--- config.mk ---
export PLATFORM = sky130hd
export DESIGN_NAME = move_arbiter
export DESIGN_NICKNAME = d
export VERILOG_FILES = /design/src/rtl/game_pkg.sv /design/src/rtl/player_move_fsm.sv /design/src/rtl/move_arbiter.sv
export SDC_FILE = /design/constraint.sdc
export NUM_CORES = 1
export LEC_CHECK = 0
export ABC_AREA = 1
export CORE_MARGIN = 5
export CORE_UTILIZATION = 51
export DETAILED_ROUTE_END_ITERATION = 12
export PLACE_DENSITY = 0.75
export SLEW_MARGIN = 40
export SYNTH_ARGS = -nofsm -noshare
export SYNTH_HDL_FRONTEND = slang
export SYNTH_HIERARCHICAL = 1
export SYNTH_SLANG_ARGS = --single-unit
--- constraint.sdc ---
create_clock -name clk -period 2.7 [get_ports clk]
set_clock_uncertainty 0.05 [all_clocks]
set_input_delay 0.81 -clock clk [delete_from_list [all_inputs] [get_ports clk]]
set_output_delay 0.81 -clock clk [all_outputs]
set_load 0.02 [all_outputs]
--- src/rtl/game_pkg.sv ---
// game_pkg: shared definitions for the cross_road move logic.
//   - Direction bit indices inside a 4-bit {up,down,left,right} vector.
//   - Default grid dimensions (16 x 12 tiles).
//   - Per-player move FSM state encoding.
//   - prio_dir():  fixed-priority (up > down > left > right) one-hot select.
//   - step_tile(): one-tile step from (x,y) in a direction, computed at 5 bits
//     so that stepping below 0 wraps to 31 and is caught by a range check.
//     Screen orientation: up decreases y, down increases y.
package game_pkg;

  localparam int DIR_UP    = 3;
  localparam int DIR_DOWN  = 2;
  localparam int DIR_LEFT  = 1;
  localparam int DIR_RIGHT = 0;

  localparam int GRID_W_DEFAULT = 16;
  localparam int GRID_H_DEFAULT = 12;

  typedef enum logic [1:0] {
    IDLE  = 2'd0,
    ARMED = 2'd1,
    HOLD  = 2'd2
  } move_state_t;

  function automatic logic [3:0] prio_dir(input logic [3:0] btn);
    logic [3:0] d;
    d = 4'b0000;
    if (btn[DIR_UP])         d[DIR_UP]    = 1'b1;
    else if (btn[DIR_DOWN])  d[DIR_DOWN]  = 1'b1;
    else if (btn[DIR_LEFT])  d[DIR_LEFT]  = 1'b1;
    else if (btn[DIR_RIGHT]) d[DIR_RIGHT] = 1'b1;
    return d;
  endfunction

  // Returns {tx, ty}, each 5 bits wide.
  function automatic logic [9:0] step_tile(input logic [3:0] x,
                                           input logic [3:0] y,
                                           input logic [3:0] dir);
    logic [4:0] tx;
    logic [4:0] ty;
    tx = {1'b0, x};
    ty = {1'b0, y};
    if (dir[DIR_UP])    ty = ty - 5'd1;
    if (dir[DIR_DOWN])  ty = ty + 5'd1;
    if (dir[DIR_LEFT])  tx = tx - 5'd1;
    if (dir[DIR_RIGHT]) tx = tx + 5'd1;
    return {tx, ty};
  endfunction

endpackage

--- src/rtl/player_move_fsm.sv ---
// player_move_fsm: per-player button synchronizer, priority encoder and
// IDLE/ARMED/HOLD repeat FSM.
// Ports:
//   clk, rst     clock; asynchronous active-low reset
//   tick         one-cycle game-tick strobe
//   freeze       forces IDLE, clears counter, suppresses attempts
//   btn[3:0]     raw {up,down,left,right} buttons (asynchronous)
//   granted      same-cycle answer from the arbiter to this cycle's attempt
//   attempt      high in a tick cycle when a move is being tried
//   dir[3:0]     one-hot requested direction (0 when nothing held)
//   state        current FSM state (debug visibility)
//
// Handshake: attempt acts as a single-cycle valid that only ever rises in a
// tick cycle; there is no ready/backpressure. granted is a combinational
// response valid only while attempt is high, and is ignored otherwise.
module player_move_fsm
  import game_pkg::*;
#(
  parameter int HOLD_TICKS = 8
) (
  input  logic        clk,
  input  logic        rst,
  input  logic        tick,
  input  logic        freeze,
  input  logic [3:0]  btn,
  input  logic        granted,
  output logic        attempt,
  output logic [3:0]  dir,
  output move_state_t state
);

  localparam int CW = (HOLD_TICKS > 1) ? $clog2(HOLD_TICKS) : 1;
  localparam logic [CW-1:0] CNT_LAST = CW'(HOLD_TICKS - 1);

  logic [3:0]  sync1;
  logic [3:0]  sync2;
  logic [3:0]  last_dir;
  logic [CW-1:0] cnt;
  logic [CW-1:0] cnt_n;
  move_state_t state_n;
  logic        req;
  logic        dir_changed;

  always_ff @(posedge clk or negedge rst) begin
    if (!rst) begin
      sync1    <= 4'b0000;
      sync2    <= 4'b0000;
      last_dir <= 4'b0000;
      state    <= IDLE;
      cnt      <= '0;
    end else begin
      sync1    <= btn;
      sync2    <= sync1;
      last_dir <= dir;
      state    <= state_n;
      cnt      <= cnt_n;
    end
  end

  assign dir         = prio_dir(sync2);
  assign req         = |sync2;
  assign dir_changed = (dir != last_dir);

  always_comb begin
    state_n = state;
    cnt_n   = cnt;
    attempt = 1'b0;
    if (freeze || !req) begin
      state_n = IDLE;
      cnt_n   = '0;
    end else if (state == IDLE) begin
      // A fresh press only arms; the first attempt waits for a later tick.
      state_n = ARMED;
      cnt_n   = '0;
    end else if (state == ARMED || dir_changed) begin
      // A direction change while holding behaves exactly like ARMED, so a
      // tick in that same cycle already tries the new direction.
      state_n = ARMED;
      cnt_n   = '0;
      if (tick) begin
        attempt = 1'b1;
        state_n = granted ? HOLD : ARMED;
      end
    end else if (tick) begin
      if (cnt == CNT_LAST) begin
        attempt = 1'b1;
        cnt_n   = '0;
        state_n = granted ? HOLD : ARMED;
      end else begin
        cnt_n = cnt + 1'b1;
      end
    end
  end

endmodule

--- src/rtl/move_arbiter.sv ---
// move_arbiter: schedules and arbitrates tile moves for two player sprites.
// Ports:
//   clk, rst                  clock; asynchronous active-low reset
//   tick                      one-cycle game tick (ticks >= 2 cycles apart)
//   freeze                    pause/game over: no moves, FSMs to IDLE
//   p1_btn, p2_btn [3:0]      raw {up,down,left,right} buttons
//   p1_x/p1_y, p2_x/p2_y [3:0] current tiles reported by the movement blocks
//   p1_move, p2_move [3:0]    one-cycle one-hot move pulse, cycle after tick
//   p1_blocked, p2_blocked    one-cycle pulse when an attempt is refused
//   rr_p2                     1: player 2 wins the next same-tile conflict
//   p1_state, p2_state        per-player FSM state (debug visibility)
module move_arbiter
  import game_pkg::*;
#(
  parameter int HOLD_TICKS = 8,
  parameter int GRID_W     = GRID_W_DEFAULT,
  parameter int GRID_H     = GRID_H_DEFAULT
) (
  input  logic        clk,
  input  logic        rst,
  input  logic        tick,
  input  logic        freeze,
  input  logic [3:0]  p1_btn,
  input  logic [3:0]  p2_btn,
  input  logic [3:0]  p1_x,
  input  logic [3:0]  p1_y,
  input  logic [3:0]  p2_x,
  input  logic [3:0]  p2_y,
  output logic [3:0]  p1_move,
  output logic [3:0]  p2_move,
  output logic        p1_blocked,
  output logic        p2_blocked,
  output logic        rr_p2,
  output move_state_t p1_state,
  output move_state_t p2_state
);

  localparam logic [4:0] X_MAX = 5'(GRID_W - 1);
  localparam logic [4:0] Y_MAX = 5'(GRID_H - 1);

  logic       a1, a2;
  logic       g1, g2;
  logic [3:0] d1, d2;
  logic [4:0] t1x, t1y, t2x, t2y;
  logic       ok1, ok2;
  logic       conflict;

  player_move_fsm #(.HOLD_TICKS(HOLD_TICKS)) u_p1 (
    .clk     (clk),
    .rst     (rst),
    .tick    (tick),
    .freeze  (freeze),
    .btn     (p1_btn),
    .granted (g1),
    .attempt (a1),
    .dir     (d1),
    .state   (p1_state)
  );

  player_move_fsm #(.HOLD_TICKS(HOLD_TICKS)) u_p2 (
    .clk     (clk),
    .rst     (rst),
    .tick    (tick),
    .freeze  (freeze),
    .btn     (p2_btn),
    .granted (g2),
    .attempt (a2),
    .dir     (d2),
    .state   (p2_state)
  );

  assign {t1x, t1y} = step_tile(p1_x, p1_y, d1);
  assign {t2x, t2y} = step_tile(p2_x, p2_y, d2);

  // Underflow wraps to 31, so a single upper-bound compare covers both
  // edges. The other player's tile counts as occupied even if that player
  // is leaving it this same tick, which makes a head-on swap fail for both.
  assign ok1 = a1 && (t1x <= X_MAX) && (t1y <= Y_MAX) &&
               !((t1x == {1'b0, p2_x}) && (t1y == {1'b0, p2_y}));
  assign ok2 = a2 && (t2x <= X_MAX) && (t2y <= Y_MAX) &&
               !((t2x == {1'b0, p1_x}) && (t2y == {1'b0, p1_y}));

  assign conflict = ok1 && ok2 && (t1x == t2x) && (t1y == t2y);

  assign g1 = ok1 && !(conflict && rr_p2);
  assign g2 = ok2 && !(conflict && !rr_p2);

  always_ff @(posedge clk or negedge rst) begin
    if (!rst) begin
      p1_move    <= 4'b0000;
      p2_move    <= 4'b0000;
      p1_blocked <= 1'b0;
      p2_blocked <= 1'b0;
      rr_p2      <= 1'b0;
    end else begin
      p1_move    <= g1 ? d1 : 4'b0000;
      p2_move    <= g2 ? d2 : 4'b0000;
      p1_blocked <= a1 && !g1;
      p2_blocked <= a2 && !g2;
      rr_p2      <= rr_p2 ^ conflict;
    end
  end

endmodule

======== After elaboration in Yosys (flattened, before gate mapping) ========
Cells that the tools add are included.
word-level totals
  register bits after elaboration ......... 45
  input bits .............................. 28
  word-level logic and storage cells ...... 141
operators by class
  add/subtract/negate cells ............... 10
  order comparisons ....................... 4
  eq/ne operators ......................... 12
  muxes and demuxes ....................... 59
  bitwise logic cells ..................... 1
  reductions and logical operators ........ 40
operators by type and width
  kind                                                                               count
  5-bit 2-to-1 mux                                                                   8
  3-bit 2-to-1 mux                                                                   12
  2-bit 2-to-1 mux                                                                   16
  1-bit 2-to-1 mux                                                                   21
  5-bit by 1-bit adder with 5-bit output (second input constant)                     4
  5-bit by 4-bit equality test with 1-bit output                                     4
  5-bit by 4-bit less-or-equal comparator with 1-bit output (second input constant)  4
  4-bit by 1-bit subtractor with 5-bit output (second input constant)                4
  1-bit logical AND                                                                  17
  4-bit nonzero test                                                                 4
  5-bit equality test                                                                2
  1-bit logical NOT                                                                  9
  4-bit 2-to-1 mux                                                                   2
  4-bit != test                                                                      2
  4-bit OR reduction                                                                 2
  3-bit by 1-bit adder with 3-bit output (second input constant)                     2
  3-bit equality test (second input constant)                                        2
  2-bit by 1-bit equality test with 1-bit output (second input constant)             2
  2-bit logical NOT                                                                  2
  1-bit logical OR                                                                   4
  2-bit AND reduction                                                                2
  1-bit XOR                                                                          1

======== Longest topological paths before layout ========
Gate-level depths: netlist (run 1).
  word-level depth ........................ 24
  gate-level depth with buffers ........... 32
  gate-level depth less buffers ........... 31

======== By module ========
The synthesis (run 1) kept the hierarchy.
modules (own cells, without submodules)
  module           times used  cells each  area an instance (µm²)  sequential area each (µm²)
  move_arbiter     1           380         1943.1                  275.3
  player_move_fsm  2           89          799.5                   425.4

======== Least setup slack after synthesis (run 1) ========
Ideal clock, no wire load.
  kind .................................... in2reg
  start ................................... input port p1_x[0]
  end ..................................... register u_p1.state[0]
  setup time .............................. 67 ps
  arrival ................................. 3183 ps
  path slack .............................. -600 ps
  stages .................................. 25
  path buffers ............................ 0
  cells stage by stage .................... inv_1 ha_1 o21ai_1 ha_1 or2_2 nand2_1 inv_1 nand2_1 nand2_1 nor2_1 nand2_1 nor2_1 nand2_1 nor2_1 nand2_1 nor2_1 ha_1 inv_1 nand3_2 inv_1 inv_1 nor2_1 nand2_1 nand3_1 nand2_1
on the way
  word-level cells in the longest chain between the ends .. 20
ends and longest elaborated chain
  item                                                                                                                         RTL line                                      text
  from (decl)                                                                                                                  move_arbiter.sv:25                            input logic [3:0] p1_x,
  4-bit by 1-bit subtractor with 5-bit output                                                                                  game_pkg.sv:45                                if (dir[DIR_LEFT]) tx = tx - 5'd1;
  5-bit 2-to-1 mux                                                                                                             game_pkg.sv:45
  5-bit by 1-bit adder with 5-bit output                                                                                       game_pkg.sv:46                                if (dir[DIR_RIGHT]) tx = tx + 5'd1;
  5-bit 2-to-1 mux                                                                                                             game_pkg.sv:46
  5-bit by 4-bit less-or-equal comparator with 1-bit output or 5-bit by 4-bit equality test with 1-bit output (tied branches)  move_arbiter.sv:78, move_arbiter.sv:79
  1-bit logical AND (on tied branches)                                                                                         move_arbiter.sv:78, move_arbiter.sv:79
  1-bit logical AND or 1-bit logical NOT (tied branches)                                                                       move_arbiter.sv:78, move_arbiter.sv:79
  1-bit logical AND                                                                                                            move_arbiter.sv:78                            assign ok1 = a1 && (t1x <= X_MAX) && (t1y <= Y_MAX) &&
  [5 not listed]                                                                                                               --
  1-bit logical AND *                                                                                                          move_arbiter.sv:85                            assign g1 = ok1 && !(conflict && rr_p2);
  net g1                                                                                                                       move_arbiter.sv:42                            logic g1, g2;
  2-bit 2-to-1 mux *                                                                                                           player_move_fsm.sv:82, player_move_fsm.sv:88
  2-bit 2-to-1 mux                                                                                                             player_move_fsm.sv:85                         if (cnt == CNT_LAST) begin
  2-bit 2-to-1 mux                                                                                                             player_move_fsm.sv:84                         end else if (tick) begin
  2-bit 2-to-1 mux *                                                                                                           player_move_fsm.sv:75                         end else if (state == ARMED || dir_changed) begin
  2-bit 2-to-1 mux *                                                                                                           player_move_fsm.sv:71                         end else if (state == IDLE) begin
  2-bit 2-to-1 mux *                                                                                                           player_move_fsm.sv:68                         if (freeze || !req) begin
  to (signal assigned)                                                                                                         player_move_fsm.sv:55                         state <= state_n;
  to (decl)                                                                                                                    player_move_fsm.sv:29                         output move_state_t state
Mark *: on every way through the listed nets, which the timed path passes. The rest lies on a longest branch. The select of a mux whose other input is x is not followed.
A chain may end at the register's enable or synchronous reset.

======== Worst setup path after layout (run 1) ========
  start ................................... input port p1_y[1]
  end ..................................... register u_p1.state[0]
on the way
  word-level cells in the longest chain between the ends .. 20
ends and longest elaborated chain
  item                                                                                  RTL line                                      text
  from (decl)                                                                           move_arbiter.sv:26                            input logic [3:0] p1_y,
  branches (longest 13 deep; another with 4-bit by 1-bit subtractor with 5-bit output)  --
  1-bit logical AND *                                                                   move_arbiter.sv:85
  net g1                                                                                move_arbiter.sv:42
  2-bit 2-to-1 mux *                                                                    player_move_fsm.sv:82, player_move_fsm.sv:88
  2-bit 2-to-1 mux                                                                      player_move_fsm.sv:85
  2-bit 2-to-1 mux                                                                      player_move_fsm.sv:84
  2-bit 2-to-1 mux *                                                                    player_move_fsm.sv:75
  2-bit 2-to-1 mux *                                                                    player_move_fsm.sv:71
  2-bit 2-to-1 mux *                                                                    player_move_fsm.sv:68
Mark *: on every way through the listed nets, which the timed path passes. The select of a mux whose other input is x is not followed.

==> run_results.csv, run 1 <==
group,metric,value,unit
detailed_routing,drt_iter0_markers,167,
worst_hold_path,hp-class,"flop to flop",
outcome,violations,"negative setup slack",
global_routing,grt_use_total,23.4,%
clocking,cts_tree,"yes",
synthesis,yosysMostFrequentCell,"nand2_1",
synthesis,synthMuxAreaShare,0,%
worst_hold_path,worstHoldEndpoint,"u_p1/sync2[2]$_DFF_PN0_",
critical_path,endpoint_kind,"flop",
critical_path,worst-path-max-fanout,3,
outcome,status,"finished, violations left",
critical_path,timing.rr.end,"u_p1/state[0]$_DFFE_PN0P_",
critical_path,arrival,3.24,ns
clocking,cts_buffers,5,
worst_hold_path,min_from,"u_p1/sync1[2]$_DFF_PN0_",
critical_path,regToRegStartpoint,"u_p2/sync2[2]$_DFF_PN0_",
die,io_pins,43,
synthesis,yosys.area_share.simple,47.9,%
sta,setup_slack,-0.412,ns
synthesis,syn_inst,558,
pwr,p_int,1220,uW
synthesis,ys_ff_latch,45,
synthesis,synth-edff-count,0,
synthesis,ys_async_sr_fraction,100,%
cells_and_area,fin_cells,789,
die,die-area,8710,um2
detailed_routing,vias,3882,
cells_and_area,fillCellCount,516,
pwr,power_frac_seq,40.4,%
critical_path,reg2reg_slack,-0.30,ns
cells_and_area,drive_gt1_share,35.2,%
synthesis,synth_top_area_cell,"dfrtp_1",
synthesis,synth_top_cell_area_share,31.8,%
detailed_routing,via_per_inst,4.92,
clocking,root_buffer,"clkbuf_8",
synthesis,ys.flop_type,"dfrtp_1",
sta,final_hold_viol_count,0,
clocking,clk_path_buf_depth,2,
die,core_area,6790,um2
pwr,share_comb_of_total_power,34.9,%
die,rows,30,
detailed_routing,drc_errors,0,
pwr,ir_drop,0.341,mV
pwr,p_leak,0.00282,uW
place,gp_congestion,0.904,
synthesis,synthTopCellsByCount,"nand2_1, inv_1, nor2_1",
critical_path,reg2reg_depth,26,
pwr,p_sw,584,uW
critical_path,path_class,"primary input to flop",
global_routing,grt_pass1_wl,16400,um
cells_and_area,antennaDiodeCount,0,
synthesis,synth.area.top_cells,"dfrtp_1, nand2_1, inv_1",
sta,worstMarginPinSlew,0.395,ns
critical_path,cp.required,2.83,ns
worst_hold_path,whs_path_depth,0,
clocking,clk_latency,0.29,ns
place,place_ws,-1.16,ns
synthesis,synthAdderAreaFrac,4.95,%
clocking,path_clk_slew,0.08,ns
place,place.detailed.hpwl,7990,um
global_routing,overflow,0,
global_routing,grt_max_degree,18,
pwr,p_per_area,349,nW/um2
sta,max_slew_margin,73.7,%
sta,period_needed,3.11,ns
sta,rsz0062_at_grt,"yes",
pwr,power_switching_share,32.4,%
pwr,clockPowerShare,24.7,%
place,dpl.cell_count,774,
global_routing,grt_antenna_before_repair,0,
job,maxCapViolCount,0,
die,die_y,93.3,um
sta,drv_slew,0,
cells_and_area,nNetsFinal,734,
clocking,cts_sinks,45,
detailed_routing,antenna_left,0,
place,port_buffers,42,
synthesis,syn_area_per_cell,6.35,um2
detailed_routing,wl,9970,um
global_routing,grt_pass1_vias,3666,
synthesis,syn-cell-area,3540,um2
sta,setup_viol,14,
cells_and_area,area_growth,46.0,%
synthesis,ys_seq_area_share,31.8,%
clocking,htree_levels,2,
synthesis,syn_nets,600,
sta,finalCritPeriodShare,115,%
synthesis,netlist-cell-type-count,28,
critical_path,worstSetupStartpointType,"primary input",
sta,max_freq,321,MHz
detailed_routing,firstDrtPassIters,5,
synthesis,synth_xor_area_share,0.247,%
die,initial_core_util,52.1,%
synthesis,synth_warnings,6,
synthesis,synth_top_family_by_area,"simple AND/OR/NAND/NOR gates",
detailed_routing,wire_per_inst,12.6,um
synthesis,synth_compound_area_share,3.74,%
die,die_x,93.3,um
## flip-flops by register name, indices dropped and copies added (netlist names)
register,flops
p2_move,4
p1_move,4
u_p1/cnt,3
u_p2/cnt,3
p1_blocked,1
u_p2/state,2
rr_p2,1
p2_blocked,1
u_p1/last_dir,4
u_p1/sync1,4
u_p2/sync1,4
u_p2/sync2,4
u_p1/sync2,4
u_p1/state,2
u_p2/last_dir,4
## critical path: stages
cell and delay (ns):
buf_2 0.10, inv_2 0.04, ha_1 0.26, inv_1 0.03, nand2_1 0.06, nand2_2 0.09
ha_4 0.29, nand2_4 0.05, nand2_2 0.07, nand2_1 0.06, nand2_2 0.08, nand3_2 0.08
nor2_2 0.09, nand2_1 0.07, nor2_2 0.13, nor2_1 0.06, nand2_1 0.11, nor2_4 0.06
ha_2 0.17, inv_2 0.06, nand3_4 0.07, inv_2 0.07, inv_2 0.03, nor2_1 0.08
nand2_1 0.07, nand3_1 0.08, nand2_1 0.05
## logic make-up after synthesis
group                    Yosys count
XOR/XNOR                           1
AND/OR/NAND/NOR                  374
buffers and inverters            103
adder cells (fa/ha/maj)           14
flip-flops                        45
AO/OA/AOI/OAI                     21
## metal layers
metal / up-vias / share of wire [%] / global-route usage (%)
met3: 20 / 4.2 / 3.14
met4: 0 / 2.2 / 5.62
li1: 1970 / - / -
met2: 107 / 52 / 42.9
met1: 1785 / 42 / 28.8
met5: - / 0 / 0
## worst max-delay path by stage
stage | start | end | slack [ns] | cells past startpoint
2_1_floorplan | p1_x[1] | u_p1/state[1]$_DFFE_PN0P_ | -0.30 | 24
3_3_place_gp | p1_x[1] | u_p1/state[0]$_DFFE_PN0P_ | -1.08 | 24
3_5_place_dp | p1_x[1] | u_p1/state[0]$_DFFE_PN0P_ | -1.16 | 24
4_1_cts | p1_x[1] | u_p2/state[0]$_DFFE_PN0P_ | -0.41 | 27
5_1_grt | p1_y[1] | u_p1/state[0]$_DFFE_PN0P_ | -0.55 | 28
6_report | p1_y[1] | u_p1/state[0]$_DFFE_PN0P_ | -0.41 | 27
## what timing repair did
item	in CTS	in global routing
setup buffers	4	4
gates resized for setup	52	59
pin swaps	32	42
hold buffers	0	0
endpoints found under the setup margin	15	15
## power groups by stage
stage                     logic [uW]  registers [uW]  clock network [uW]
after global routing             697             734                 492
after CTS                        582             728                 458
final                            630             728                 445
after detailed placement         560             742                   0
after global placement           544             740                   0
after floorplan                  307             747                   0
## cell type report
type                            instances  area [um2]  area share [%]
Sequential cell                        45        1130            21.8
Inverter                              100         400            7.74
Timing Repair Buffer                  130        1090            21.0
Multi-Input combinational cell        410        2340            45.2
Clock buffer                            7        96.3            1.86
Tap cell                               96         120            2.32
Clock inverter                          1        5.00          0.0968
## cell usage in the layout (no fill, tap or decap), drive strengths merged, types with 3 or more instances in the layout
cell	instances
nor3	3
clkinv	3
nor2	66
nand4	6
clkdlybuf4s50	31
or2	3
clkbuf	8
nand2	240
dfrtp	45
o21ai	13
nand3b	5
o2111ai	4
buf	95
ha	14
nand3	51
inv	98
## through the flow
stage | hold slack [ns] | utilization (%) | total power, uW | instance area [um2] | setup TNS (ns)
CTS | 0.306 | 73.1 | 1770 | 4970 | -4.81
finish | 0.303 | 76.1 | 1800 | 5170 | -3.67
global route | 0.312 | 76.1 | 1920 | 5170 | -6.13
detailed placement | 0.287 | 70.5 | 1300 | 4790 | -15.40
floorplan | 0.281 | - | 1050 | 3670 | -2.32
global placement | 0.284 | 70.5 | 1280 | 4790 | -14.60
No activity file was read; power rests on OpenSTA's default activity.
==> inputs of run 2 (changes only) <==
CORE_UTILIZATION = 58   (was 51)
DONT_BUFFER_PORTS = 1   (was not set)
MAX_ROUTING_LAYER = met4   (was not set)
PLACE_DENSITY = 0.74   (was 0.75)
==> run 2 against run 1 <==
Effect of this change: the flow still finishes with violations (negative setup slack); hold slack worse by 0.16 ns; total power is 2.8% lower; final area is 13% lower; largest cell class unchanged; count of clock-buffer cells in the layout is 2 lower; global-route usage is 3.4 points higher; register-to-register slack hardly changed; clock power is 18% higher.
==> run_results.csv, run 2 (same netlist as run 1, synthesis figures left out) <==
group,metric,value,unit
place,gp_congestion,0.942,
clocking,clk_path_buf_depth,2,
clocking,cts_tree,"yes",
place,place_ws,-0.504,ns
sta,setup_slack,-0.306,ns
pwr,total_power,1750,uW
critical_path,endpoint_kind,"flop",
detailed_routing,wl,9440,um
pwr,p_leak,0.00252,uW
job,maxCapViolCount,0,
detailed_routing,via_per_inst,5.19,
critical_path,worst-path-max-fanout,4,
detailed_routing,antenna_left,0,
global_routing,grt_pass1_wl,15800,um
cells_and_area,final_common_cell,"nand2_1",
detailed_routing,wire_per_inst,13.4,um
global_routing,grt_antenna_before_repair,0,
pwr,clockPowerShare,30.0,%
pwr,ir_drop,0.343,mV
critical_path,worst_path_most_repeated_cell,"nand2_2",
sta,max_freq,333,MHz
cells_and_area,area_growth,27.6,%
critical_path,critPathMaxStageDelay,0.41,ns
die,core_area,5920,um2
detailed_routing,drt_iter0_markers,157,
global_routing,grt_use_total,26.8,%
clocking,htree_levels,2,
die,initial_core_util,59.8,%
cells_and_area,antennaDiodeCount,0,
critical_path,arrival,3.20,ns
critical_path,cp.required,2.89,ns
die,die-area,7770,um2
pwr,p_int,1190,uW
pwr,p_sw,564,uW
critical_path,reg2reg_depth,29,
sta,rsz0062_at_grt,"yes",
pwr,p_per_area,388,nW/um2
cells_and_area,nNetsFinal,671,
cells_and_area,layout_common_cells,"nand2_1, inv_1, buf_4",
critical_path,path_buf_inv,7,
detailed_routing,drc_errors,0,
clocking,clk_latency,0.30,ns
worst_hold_path,hp-class,"primary input to asynchronous set/reset pin",
sta,max_slew_margin,75.4,%
sta,setup_viol,14,
die,die_x,88.2,um
detailed_routing,vias,3658,
clocking,cts_sinks,45,
sta,period_needed,3.01,ns
sta,finalCritPeriodShare,111,%
place,port_buffers,0,
cells_and_area,drive_gt1_share,30.6,%
global_routing,overflow,0,
detailed_routing,firstDrtPassIters,5,
place,place.detailed.hpwl,7430,um
critical_path,regToRegStartpoint,"u_p1/sync2[2]$_DFF_PN0_",
critical_path,reg2reg_slack,-0.31,ns
die,rows,28,
critical_path,timing.rr.end,"u_p1/state[0]$_DFFE_PN0P_",
die,io_pins,43,
sta,drv_slew,0,
critical_path,critPathTopFamily,"simple AND/OR/NAND/NOR gates",
pwr,power_frac_seq,42.0,%
sta,worstMarginPinSlew,0.368,ns
outcome,status,"finished, violations left",
pwr,power_switching_share,32.2,%
global_routing,grt_pass1_vias,3657,
sta,final_hold_viol_count,0,
cells_and_area,fin_cells,705,
clocking,path_clk_slew,0.09,ns
outcome,violations,"negative setup slack",
die,die_y,88.2,um
critical_path,worstSetupStartpointType,"flop",
critical_path,cp_slowest_cell,"dfrtp_1",
global_routing,grt_max_degree,46,
clocking,root_buffer,"clkbuf_8",
critical_path,path_class,"flop to flop",
cells_and_area,fillCellCount,416,
clocking,cts_buffers,5,
pwr,share_comb_of_total_power,28.0,%
place,dpl.cell_count,688,
## run 2: cell count changes in the layout (fill, tap and decap cells not counted), moves of 6 or more
cell,change
nand2_1,+6
nand2_2,-6
buf_4,-20
inv_1,+6
inv_2,-7
clkdlybuf4s50_1,-31
## run 2: layout make-up
cell class / instances / area (um2) / share of cell area, %
Clock buffer: 5 / 68.8 / 1.52
Sequential cell: 45 / 1130 / 24.9
Clock inverter: 3 / 43.8 / 0.969
Timing Repair Buffer: 67 / 527 / 11.7
Inverter: 100 / 405 / 8.97
Tap cell: 75 / 93.8 / 2.08
Multi-Input combinational cell: 410 / 2250 / 49.9
## run 2: routing by layer
metal,up-vias,track usage [%],share of wire [%]
met2,118,47.3,50
met5,-,-,0
met3,30,6.11,6.9
met4,0,10.0,3.3
met1,1658,29.2,40
li1,1852,-,-
## run 2: repair_timing
action | CTS | global route
pin swaps | 14 | 12
endpoints found under the setup margin | 15 | 15
hold buffers | 0 | 0
cloned | 0 | 0
buffers inserted | 5 | 5
gates resized for setup | 26 | 24
## run 2: power by group through the flow
| stage | Combinational (uW) | Sequential (uW) | Clock (uW) |
|---|---|---|---|
| after floorplan | 307 | 747 | 0 |
| after global placement | 431 | 748 | 0 |
| after detailed placement | 443 | 749 | 0 |
| after CTS | 463 | 736 | 531 |
| after global routing | 552 | 740 | 565 |
| final | 491 | 736 | 525 |
## run 2: how the worst max path moves through the flow
stage                                  startpoint                         to  cells past startpoint
after CTS                 u_p1/sync2[3]$_DFF_PN0_  u_p1/state[0]$_DFFE_PN0P_                     28
after global routing      u_p1/sync2[2]$_DFF_PN0_  u_p1/state[0]$_DFFE_PN0P_                     27
final                     u_p1/sync2[2]$_DFF_PN0_  u_p1/state[0]$_DFFE_PN0P_                     29
after global placement                    p1_x[1]  u_p2/state[0]$_DFFE_PN0P_                     25
after detailed placement                  p1_x[1]  u_p2/state[0]$_DFFE_PN0P_                     25
after floorplan                           p1_x[1]  u_p1/state[1]$_DFFE_PN0P_                     24
## run 2: per-stage QoR
stage / setup TNS, ns / util (%) / instance area, um2 / hold WS, ns
detailed placement: -6.44 / 70.8 / 4190 / 0.286
global route: -6.12 / 76.3 / 4520 / 0.115
CTS: -1.69 / 74.5 / 4410 / 0.134
floorplan: -2.32 / - / 3670 / 0.281
finish: -2.70 / 76.3 / 4520 / 0.139
global placement: -6.05 / 70.8 / 4190 / 0.284
